File: src/rtl/ram_bist_master.sv
// ram_bist_master: self-test master that writes a pattern over an address range,
// reads it back with a two-cycle read, and reports mismatches.
module ram_bist_master #(
  parameter int ADDR_W = 10,
  parameter int DATA_W = 8
) (
  input  logic              clk,
  input  logic              rst_n,
  input  logic              start,
  input  logic [ADDR_W-1:0] base_addr,
  input  logic [ADDR_W-1:0] last_addr,
  input  logic [1:0]        mode,
  input  logic [DATA_W-1:0] seed,
  output logic              ram_we,
  output logic [ADDR_W-1:0] ram_addr,
  output logic [DATA_W-1:0] ram_wdata,
  input  logic [DATA_W-1:0] ram_rdata,
  output logic              busy,
  output logic              done,
  output logic              pass,
  output logic [ADDR_W:0]   fail_cnt,
  output logic [ADDR_W-1:0] fail_addr,
  output logic [DATA_W-1:0] fail_data
);
  typedef enum logic [2:0] {IDLE, WRITE, RD_ADDR, RD_CMP, DONE} state_t;
  state_t              state_q, state_d;
  logic [ADDR_W-1:0]   base_q, base_d, last_q, last_d, addr_q, addr_d, fail_addr_q, fail_addr_d;
  logic [1:0]          mode_q, mode_d;
  logic [DATA_W-1:0]   seed_q, seed_d, wdata_q, wdata_d, fail_data_q, fail_data_d;
  logic                we_q, we_d, busy_q, busy_d, done_q, done_d, pass_q, pass_d;
  logic [ADDR_W:0]     fail_cnt_q, fail_cnt_d;
  logic [ADDR_W-1:0]   addr_inc;
  logic                at_last;
  function automatic logic [DATA_W-1:0] pattern(input logic [ADDR_W-1:0] a, input logic [1:0] m,
                                                input logic [DATA_W-1:0] s);
    logic [DATA_W-1:0] lo;
    lo = DATA_W'(a);
    return m == 2'd0 ? s : m == 2'd1 ? (a[0] ? ~s : s) : m == 2'd2 ? lo ^ s : ~(lo ^ s);
  endfunction
  assign addr_inc = addr_q + ADDR_W'(1);
  assign at_last  = addr_q == last_q;
  always_comb begin
    state_d     = state_q;
    base_d      = base_q;
    last_d      = last_q;
    mode_d      = mode_q;
    seed_d      = seed_q;
    addr_d      = addr_q;
    wdata_d     = wdata_q;
    we_d        = we_q;
    busy_d      = busy_q;
    done_d      = 1'b0;
    pass_d      = pass_q;
    fail_cnt_d  = fail_cnt_q;
    fail_addr_d = fail_addr_q;
    fail_data_d = fail_data_q;
    case (state_q)
      IDLE: if (start) begin
        base_d     = base_addr;
        last_d     = last_addr;
        mode_d     = mode;
        seed_d     = seed;
        addr_d     = base_addr;
        wdata_d    = pattern(base_addr, mode, seed);
        we_d       = 1'b1;
        busy_d     = 1'b1;
        pass_d     = 1'b0;
        fail_cnt_d = '0;
        state_d    = WRITE;
      end
      WRITE: if (at_last) begin
        we_d    = 1'b0;
        addr_d  = base_q;
        state_d = RD_ADDR;
      end else begin
        addr_d  = addr_inc;
        wdata_d = pattern(addr_inc, mode_q, seed_q);
      end
      RD_ADDR: state_d = RD_CMP;
      RD_CMP: begin
        // Only the first mismatch is captured; later ones just count.
        if (ram_rdata != pattern(addr_q, mode_q, seed_q)) begin
          fail_cnt_d = fail_cnt_q + (ADDR_W+1)'(1);
          if (fail_cnt_q == '0) begin
            fail_addr_d = addr_q;
            fail_data_d = ram_rdata;
          end
        end
        if (at_last) begin
          done_d  = 1'b1;
          busy_d  = 1'b0;
          pass_d  = fail_cnt_d == '0;
          state_d = DONE;
        end else begin
          addr_d  = addr_inc;
          state_d = RD_ADDR;
        end
      end
      DONE: state_d = IDLE;
      default: state_d = IDLE;
    endcase
  end
  always_ff @(posedge clk or negedge rst_n)
    if (!rst_n) begin
      state_q     <= IDLE;
      base_q      <= '0;
      last_q      <= '0;
      mode_q      <= '0;
      seed_q      <= '0;
      addr_q      <= '0;
      wdata_q     <= '0;
      we_q        <= 1'b0;
      busy_q      <= 1'b0;
      done_q      <= 1'b0;
      pass_q      <= 1'b0;
      fail_cnt_q  <= '0;
      fail_addr_q <= '0;
      fail_data_q <= '0;
    end else begin
      state_q     <= state_d;
      base_q      <= base_d;
      last_q      <= last_d;
      mode_q      <= mode_d;
      seed_q      <= seed_d;
      addr_q      <= addr_d;
      wdata_q     <= wdata_d;
      we_q        <= we_d;
      busy_q      <= busy_d;
      done_q      <= done_d;
      pass_q      <= pass_d;
      fail_cnt_q  <= fail_cnt_d;
      fail_addr_q <= fail_addr_d;
      fail_data_q <= fail_data_d;
    end
  assign ram_we    = we_q;
  assign ram_addr  = addr_q;
  assign ram_wdata = wdata_q;
  assign busy      = busy_q;
  assign done      = done_q;
  assign pass      = pass_q;
  assign fail_cnt  = fail_cnt_q;
  assign fail_addr = fail_addr_q;
  assign fail_data = fail_data_q;
endmodule

File: config.mk
export PLATFORM = sky130hd
export DESIGN_NAME = ram_bist_master
export DESIGN_NICKNAME = d
export VERILOG_FILES = /design/src/rtl/ram_bist_master.sv
export SDC_FILE = /design/constraint.sdc
export NUM_CORES = 1
export LEC_CHECK = 0
export CAP_MARGIN = 20
export CELL_PAD_IN_SITES_DETAIL_PLACEMENT = 1
export CELL_PAD_IN_SITES_GLOBAL_PLACEMENT = 2
export CORE_MARGIN = 2
export CORE_UTILIZATION = 33
export CTS_BUF_LIST = sky130_fd_sc_hd__clkbuf_4 sky130_fd_sc_hd__clkbuf_8
export DETAILED_ROUTE_END_ITERATION = 10
export PLACE_DENSITY_LB_ADDON = 0.05
export SLEW_MARGIN = 20
export SYNTH_ARGS = -nofsm -noshare
export SYNTH_HDL_FRONTEND = slang
export SYNTH_SLANG_ARGS = --single-unit
File: constraint.sdc
create_clock -name clk -period 3.4 [get_ports clk]
set_input_delay 0.34 -clock clk [delete_from_list [all_inputs] [get_ports clk]]
set_output_delay 0.34 -clock clk [all_outputs]
set_load 0.01 [all_outputs]
* Yosys cells after proc, flatten, opt, wreduce, memory -nomap -nowiden
Cells that the tools add are included.
W data, S select, Z words.
** Operators by class
- $add $sub $neg :: 2
- Equality and inequality tests :: 14
- Mux-type cells :: 36
- Bitwise gates (word level) :: 8
- Reductions and logical operators :: 16
** Operators by type and width (count)
- $mux W8 :: 14
- $not A8 Y8 :: 5
- $mux W11 :: 3
- $mux W10 :: 3
- $pmux W10 S3 :: 1
- $xor A8 B8 Y8 :: 3
- $logic_not A11 Y1 :: 2
- $pmux W11 S2 :: 1
- $pmux W8 S2 :: 1
- $reduce_and A3 Y1 :: 5
- $pmux W3 S4 :: 1
- $add A11 B1 Y11 const B :: 1
- $add A10 B1 Y10 const B :: 1
- $eq A10 B10 Y1 :: 1
- $ne A2 B2 Y1 const B :: 5
- $mux W3 :: 3
- $ne A8 B8 Y1 :: 1
- $eq A3 B2 Y1 const B :: 2
- $mux W1 :: 6
- $pmux W1 S2 :: 3
- $reduce_and A2 Y1 :: 3
- $eq A2 B1 Y1 const B :: 2
- $eq A2 B2 Y1 const B :: 2
- $logic_not A2 Y1 :: 2
- other kinds (4) :: 5
** Storage, ports and cells
- Flip-flop bits (word level) :: 84
- Output and inout bits :: 51

* Logic depth before layout (Yosys ltp)
Gate-level depths: netlist of the first run.
- Word-level depth :: 11
- Gate-level depth with buffers :: 10
- Mapped depth without buffers :: 8

* Least setup slack after synthesis of the first run
No wires, ideal clock.
- Path kind :: register to register
- From :: register addr_q[1] (netlist: ram_addr[1])
- To :: register fail_addr_q[0] (netlist: fail_addr[0])
- Arrival time :: 2.479 ns
- Data required time :: 3.275 ns
- Setup slack :: 0.796 ns
- Stages on the path, launching flop included :: 10
- Buffers on the path :: 2
- Path through :: dfrtp_1 xnor3_1 mux2i_1 a221oi_1 a31o_1 buf_6 nor3_4 nor3_4 buf_6 mux2_2
** Between the ends
- Cells in the longest elaborated chain, start to end :: 7
** RTL lines
- from (decl) :: line 27 : logic [ADDR_W-1:0] base_q, base_d, last_q, last_d, addr_q, addr_d, fail_addr_q, fail_addr_d;
- from (signal assigned) :: line 125 : addr_q <= addr_d;
- $xor A8 B8 Y8 * :: line 38 : return m == 2'd0 ? s : m == 2'd1 ? (a[0] ? ~s : s) : m == 2'd2 ? lo ^ s : ~(lo ^ s);
- $not A8 Y8 :: line 38
- $mux W8 * (3 in a row) :: line 38
- $ne A8 B8 Y1 * :: line 82 : if (ram_rdata != pattern(addr_q, mode_q, seed_q)) begin
- $reduce_and A3 Y1 (no line) *
- to (signal assigned) :: line 132 : fail_addr_q <= fail_addr_d;
- to (decl) :: line 27
Mark *: on every way between the ends. The rest lies on a longest branch, timed or not.
A chain may end at the register's enable or synchronous reset.

* Worst setup path after layout of the first run
- From :: register addr_q[7] (netlist: ram_addr[7])
- To :: register addr_q[5] (netlist: ram_addr[5])
** Between the ends
- Cells in the longest elaborated chain, start to end :: 3
- Elaborated cells between the ends (all ways) :: 5
- Classes of those cells :: 2 x eq/ne; 2 x mux; 1 x reduce/logical
** RTL lines
- $eq A10 B10 Y1 * :: line 41 : assign at_last = addr_q == last_q;
- $mux W10 or $ne A2 B2 Y1 (tied branches)
- $pmux W10 S3 or $reduce_and A3 Y1 (tied branches)
Marked as above.

==> key figures, run 1 <==
Clock tree
  – CTS tree: built
  – Post-cts sizing count: 0
  – Worst-path clk slew: 0.09 ns
  – Inserted Clock Buffers: 9
  – CTS root buf: clkbuf_8
  – Max clock buf depth: 2
  – Clk sinks: 84
  – H-tree levels: 3
  – CTS Hold Bufs: 0
  – Clk Latency, worst-skew pair: 0.38 ns
  – Post-CTS setup buffers: 0

Synthesis
  – Post-Synthesis Cells: 550
  – Syn Area/Cell: 9.15 um2
  – Cell taking the most area after synthesis: dfrtp_1
  – Top-count cell post-synth: nand2_1
  – Post-synth top area share: 0.418
  – Yosys reg bits: 84
  – Main synth FF type: dfrtp_1
  – Sequential element share of the synthesized area: 0.418
  – Netlist cell types: 51
  – Synth area leaders: dfrtp_1 (42%), nand2_1 (7.8%), xnor2_1 (6.1%)
  – Synth warn: 0
  – Mapped Area: 5030 um2
  – Syn_nets: 594
  – Async SR Flop Fraction: 1.00
  – Post-synth EDFFs: 0
  – Synth cell count leaders: nand2_1 (104), dfrtp_1 (84), a21oi_1 (52), xnor2_1 (35), xor2_1 (35)

Cells and area
  – Multi-input gate area: 2710 um2
  – Synthesis-to-finish area growth: 25.4%
  – Layout fillers: 1,744
  – Seq. cell area: 2100 um2
  – Final Cell Area: 6310 um2
  – ANT cells: 0
  – Nets@finish: 676
  – Finished Core Util: 0.420
  – Layout cell share with drive strength beyond 1: 0.113

Setup path
  – Crit path DAT: 3.22 ns
  – CP max FO: 10
  – Critical Path RT: 3.66 ns
  – Worst setup path class: reg -> reg
  – Crit. End Element: register
  – Startpoint class of the critical path: register

Power and ir drop
  – PwrDens: 342 nW/um2
  – Peak supply drop: 0.164 mV
  – Leakage: 2.89 nW

Placement
  – # port buffers: 91
  – Placement Cell Area: 6140 um2
  – Post-DP HPWL: 11,600 um
  – GPL Wtd Cong: 0.830

STA
  – Final hold vios: 0
  – Slew headroom: 0.492
  – RSZ-0062 raised after global routing: false
  – Worst slew pin tran: 0.763 ns
  – Min cycle time layout: 2.96 ns
  – Max Slew Vio Count: 0
  – Maximum clock rate: 338 MHz
  – Endpoints failing setup: 0
  – Final setup TNS: 0 ns
  – Layout Skew: 0.0128 ns
  – Fin crit share: 0.870

Detailed routing
  – WL/cell: 19.4 um
  – Drt total wl: 16,000 um
  – Vias per cell: 5.25
  – Detailed-route DRC error count: 0
  – First-iteration detailed-routing DRC count: 162
  – Via count: 4,325
  – Antenna Violating Nets Remaining: 0
  – Drt pass-1 iters: 4

Min path
  – HP Class: in -> async

Global route
  – First-pass GRT wire length: 25,500 um
  – Overflow after GRT: 0
  – Vias in the first global route: 4,633
  – Initial antenna violation count: 0
  – GR Util All Layers: 0.204
  – Largest net degree at the start of global routing: 57

Floorplanning
  – Die width: 127 um
  – Initial Util: 0.335
  – Ports: 92
  – Die ar.: 16,200 um2
  – FP Rows: 45
  – Core area: 15,000 um2
  – Vert. Die Dim: 127 um

Run
  – Max-cap violations: 0

Status
  – Status: finished clean
-- flip-flops by register name, summed over array words and instances (netlist names), 8 cells and up --
register and count:
fail_cnt 11, fail_addr 10, ram_addr 10, base_q 10, fail_data 8, ram_wdata 8, last_q 10, seed_q 8
-- worst max-delay path: stages, from the launching register on --
cell	delay [ns]
dfrtp_1	0.71
xor2_1	0.13
nor4_1	0.36
nand4_1	0.43
nor2_2	0.35
buf_4	0.26
mux2i_1	0.20
o21ai_0	0.13
mux2_2	0.28
-- cells by family after synthesis --
group,count (synthesis),synth area share
AND/OR/NAND/NOR,192,0.177
adder cells (fa/ha/maj),3,0.00746
flip-flops,84,0.418
multiplexers,42,0.0900
buffers and inverters,49,0.0435
XOR/XNOR,73,0.136
AO/OA/AOI/OAI,107,0.129
-- placed cells by master (no fill, tap or decap), drive strengths merged, types with 2 or more instances in the layout --
cell type	count
buf	21
xnor3	2
a31o	2
xor2	35
a31oi	5
inv	9
and3	13
o311ai	4
or2	3
a21o	3
ha	3
clkbuf	11
xnor2	35
nor2	30
a41oi	3
a21oi	52
a211oi	3
mux2	26
nor4	6
and2	6
dfrtp	84
o31ai	4
nand4	7
nor3	4
and3b	2
clkinv	3
nand2b	3
o21ai	20
clkdlybuf4s50	90
nand3	12
nand2	104
mux2i	16
-- through the flow --
stage	total power, mW	hold WS [ns]	instances	setup slack, ns
floorplan	1.29	0.0444	550	0.796
global placement	1.49	0.457	809	0.365
detailed placement	1.51	0.465	809	0.222
CTS	2.20	0.0436	824	0.488
global route	2.28	0.0656	824	0.203
finish	2.16	0.0243	824	0.441
-- path summary, 6_finish.rpt --
path | slack [ns] | depth (start not counted) | from | endpoint
worst max-delay path | 0.44 | 8 | ram_addr[7] | ram_addr[5]
max in group asynchronous | 2.58 | 2 | rst_n | fail_data[2]
min in group clk | 0.48 | 2 | base_q[6] | base_q[6]
worst max register to register | 0.44 | 8 | ram_addr[7] | ram_addr[5]
worst min-delay path | 0.02 | 1 | rst_n | state_q[2]
worst min register to register | 0.48 | 2 | base_q[6] | base_q[6]
-- power by group --
part / switching [mW] / internal [mW] / total [mW] / leakage [nW]
clock network: 0.387 / 0.289 / 0.676 / 0.0886
registers: 0.0782 / 1.04 / 1.12 / 1.10
logic: 0.175 / 0.193 / 0.368 / 1.70
-- metal layers --
layer,vias up,track usage,wire (um)
met1,2184,0.266,7300
met5,-,0,0
met3,13,0.0415,528
met2,83,0.345,7900
li1,2045,-,-
met4,0,0.0549,265
-- layout make-up --
class,count,share of cell area
inverter,9,0.00535
clock inverter,4,0.00416
timing repair buffer,111,0.168
tap,188,0.0373
clock buffer,11,0.0230
sequential,84,0.333
multi-input combinational,417,0.429
No activity file was read; power rests on OpenSTA's default activity.
==> run 2: changes to the inputs <==
Settings changed: SKIP_LAST_GASP set to 1.
==> results of run 2 <==
Same layout as run 1: the final DEF is identical, and so are final timing and power.
==> run 3: changes to the inputs <==
Settings changed: CORE_ASPECT_RATIO set to 1.75, CTS_CLUSTER_DIAMETER set to 150, GPL_ROUTABILITY_DRIVEN set to 0.
==> run 3 against run 2 <==
- clock skew up 0.0026 ns
- sequential cell count unchanged
- final cell count down 0.85%
- register-to-register slack better by 0.08 ns
- core utilization up 0.45 points
- die area up 0.23%
- global-route usage down 0.46 points
- critical path depth unchanged
- critical path type unchanged
==> key figures, run 3 (same netlist as run 1, synthesis figures left out) <==
Status
  – Status: finished clean (unchanged)

Power and ir drop
  – Logic pwr share: 0.161 (was 0.170)
  – P_int: 1.65 mW (was 1.52 mW)
  – Flop pwr share: 0.490 (was 0.517)
  – Clk pwr share: 0.349 (was 0.313)
  – PwrDens: 361 nW/um2 (was 342 nW/um2)
  – Switching Share: 0.279 (was 0.296)
  – Power, Total: 2.29 mW (was 2.16 mW)
  – P_sw: 638 uW (was 641 uW)
  – Leakage: 2.90 nW (was 2.89 nW)
  – Peak supply drop: 0.143 mV (was 0.164 mV)

Clock tree
  – Post-cts sizing count: 0 (unchanged)
  – Clk sinks: 84 (unchanged)
  – Inserted Clock Buffers: 9 (unchanged)
  – CTS root buf: clkbuf_8 (unchanged)
  – Clk Latency, worst-skew pair: 0.37 ns (was 0.38 ns)
  – Post-CTS setup buffers: 0 (unchanged)
  – Max clock buf depth: 2 (unchanged)
  – H-tree levels: 3 (unchanged)
  – Worst-path clk slew: 0.09 ns (about the same)
  – CTS tree: built (unchanged)
  – CTS Hold Bufs: 0 (unchanged)

Global route
  – Initial antenna violation count: 0 (unchanged)
  – GR Util All Layers: 0.199 (was 0.204)
  – First-pass GRT wire length: 25,500 um (about the same)
  – Vias in the first global route: 4,558 (was 4,633)
  – Overflow after GRT: 0 (unchanged)
  – Largest net degree at the start of global routing: 66 (was 57)

Setup path
  – CP max FO: 18 (was 10)
  – Worst setup path class: reg -> reg (unchanged)
  – Crit. End Element: register (unchanged)
  – Crit path DAT: 3.12 ns (was 3.22 ns)
  – Critical Path RT: 3.64 ns (was 3.66 ns)
  – Startpoint class of the critical path: register (unchanged)
  – Reg2Reg Setup Slack: 0.52 ns (was 0.44 ns)

Cells and area
  – Synthesis-to-finish area growth: 25.8% (was 25.4%)
  – Max FFs per register: 11 (unchanged)
  – Nets@finish: 674 (was 676)
  – Finished Core Util: 0.424 (was 0.420)
  – Layout cell share with drive strength beyond 1: 0.110 (was 0.113)
  – Post-Layout Cell Count: 817 (was 824)
  – Most frequent cells in the layout: nand2_1 (104), clkdlybuf4s50_1 (90), dfrtp_1 (84) (unchanged)
  – ANT cells: 0 (unchanged)
  – Commonest non-fill, non-tap cell in the layout: nand2_1 (unchanged)

Floorplanning
  – FP Rows: 59 (was 45)
  – Die ar.: 16,300 um2 (was 16,200 um2)
  – Initial Util: 0.337 (was 0.335)
  – Core area: 14,900 um2 (was 15,000 um2)
  – Ports: 92 (unchanged)
  – Die width: 97.3 um (was 127 um)
  – Vert. Die Dim: 167 um (was 127 um)

STA
  – Maximum clock rate: 347 MHz (was 338 MHz)
  – Layout Skew: 0.0154 ns (was 0.0128 ns)
  – Endpoints failing setup: 0 (unchanged)
  – Fin crit share: 0.847 (was 0.870)
  – Slew headroom: 0.408 (was 0.492)
  – Final hold vios: 0 (unchanged)
  – RSZ-0062 raised after global routing: false (unchanged)
  – Final setup TNS: 0 ns (unchanged)
  – Max Slew Vio Count: 0 (unchanged)
  – Hold_ws: 0.0863 ns (was 0.0243 ns)
  – Worst slew pin tran: 0.889 ns (was 0.763 ns)
  – Min cycle time layout: 2.88 ns (was 2.96 ns)

Detailed routing
  – Antenna Violating Nets Remaining: 0 (unchanged)
  – Via count: 4,234 (was 4,325)
  – M1 WL: 6340 um (was 7300 um)
  – WL/cell: 19.6 um (was 19.4 um)
  – Detailed-route DRC error count: 0 (unchanged)
  – Vias per cell: 5.18 (was 5.25)
  – Drt total wl: 16,000 um (about the same)
  – Drt pass-1 iters: 4 (unchanged)
  – Met2 wire len: 9060 um (was 7900 um)
  – Highest routed metal layer: met4 (unchanged)
  – First-iteration detailed-routing DRC count: 123 (was 162)
  – Routed wl met3: 352 um (was 528 um)

Placement
  – Placed insts: 802 (was 809)
  – Post-DP HPWL: 12,100 um (was 11,600 um)
  – # port buffers: 91 (unchanged)

Run
  – Max-cap violations: 0 (unchanged)

Min path
  – HP Class: in -> async (unchanged)
## run 3: cell types whose count changed in the layout (fill, tap and decap cells not counted), sizes merged
cell | before | now
buf | 21 | 19
bufinv | 0 | 2
clkbuf | 11 | 10
clkinv | 3 | 2
## run 3: cell type report
| type | count | area (um2) |
|---|---|---|
| well taps | 183 | 229 |
| clock buffers | 10 | 131 |
| repair buffers | 109 | 1040 |
| clock inverters | 5 | 77.6 |
| flip-flops and latches | 84 | 2100 |
| fillers | 1739 | 8580 |
| inverters | 9 | 33.8 |
| multi-input cells | 417 | 2710 |
## run 3: layer usage
metal	track usage	vias to the layer above
met3	0.0242	15
li1	-	2033
met2	0.387	69
met4	0.0556	0
met5	0	-
met1	0.226	2117
## run 3: critical path: stages, from the launching register on
cell and delay, ns:
dfrtp_1 0.80, xnor2_1 0.26, mux2_2 0.33, xnor2_1 0.18, nand4_2 0.31, nor3_4 0.32, nor3_4 0.08, buf_4 0.20
mux2_2 0.28
## run 3: path summary, 6_finish.rpt
check | endpoint | depth (start not counted) | start
setup / recovery | fail_addr[7] | 8 | mode_q[0]
hold / removal | last_q[6] | 1 | rst_n
setup reg to reg | fail_addr[7] | 8 | mode_q[0]
hold reg to reg | base_q[2] | 2 | base_q[2]
max in group asynchronous | fail_data[3] | 2 | rst_n
min in group clk | base_q[2] | 2 | base_q[2]
## run 3: metrics by stage
stage                     setup slack, ns  cell area, um2
final                               0.519            6330
after global routing                0.259            6330
after CTS                           0.492            6330
after detailed placement            0.369            6120
after global placement              0.453            6120
after floorplan                     0.796            5030
## run 3: power by group through the flow
stage	registers, mW	logic (mW)	clock network, mW
after global routing	1.13	0.403	0.858
after floorplan	1.13	0.165	0
after global placement	1.14	0.367	0
after detailed placement	1.14	0.373	0
after CTS	1.12	0.375	0.818
final	1.12	0.368	0.798
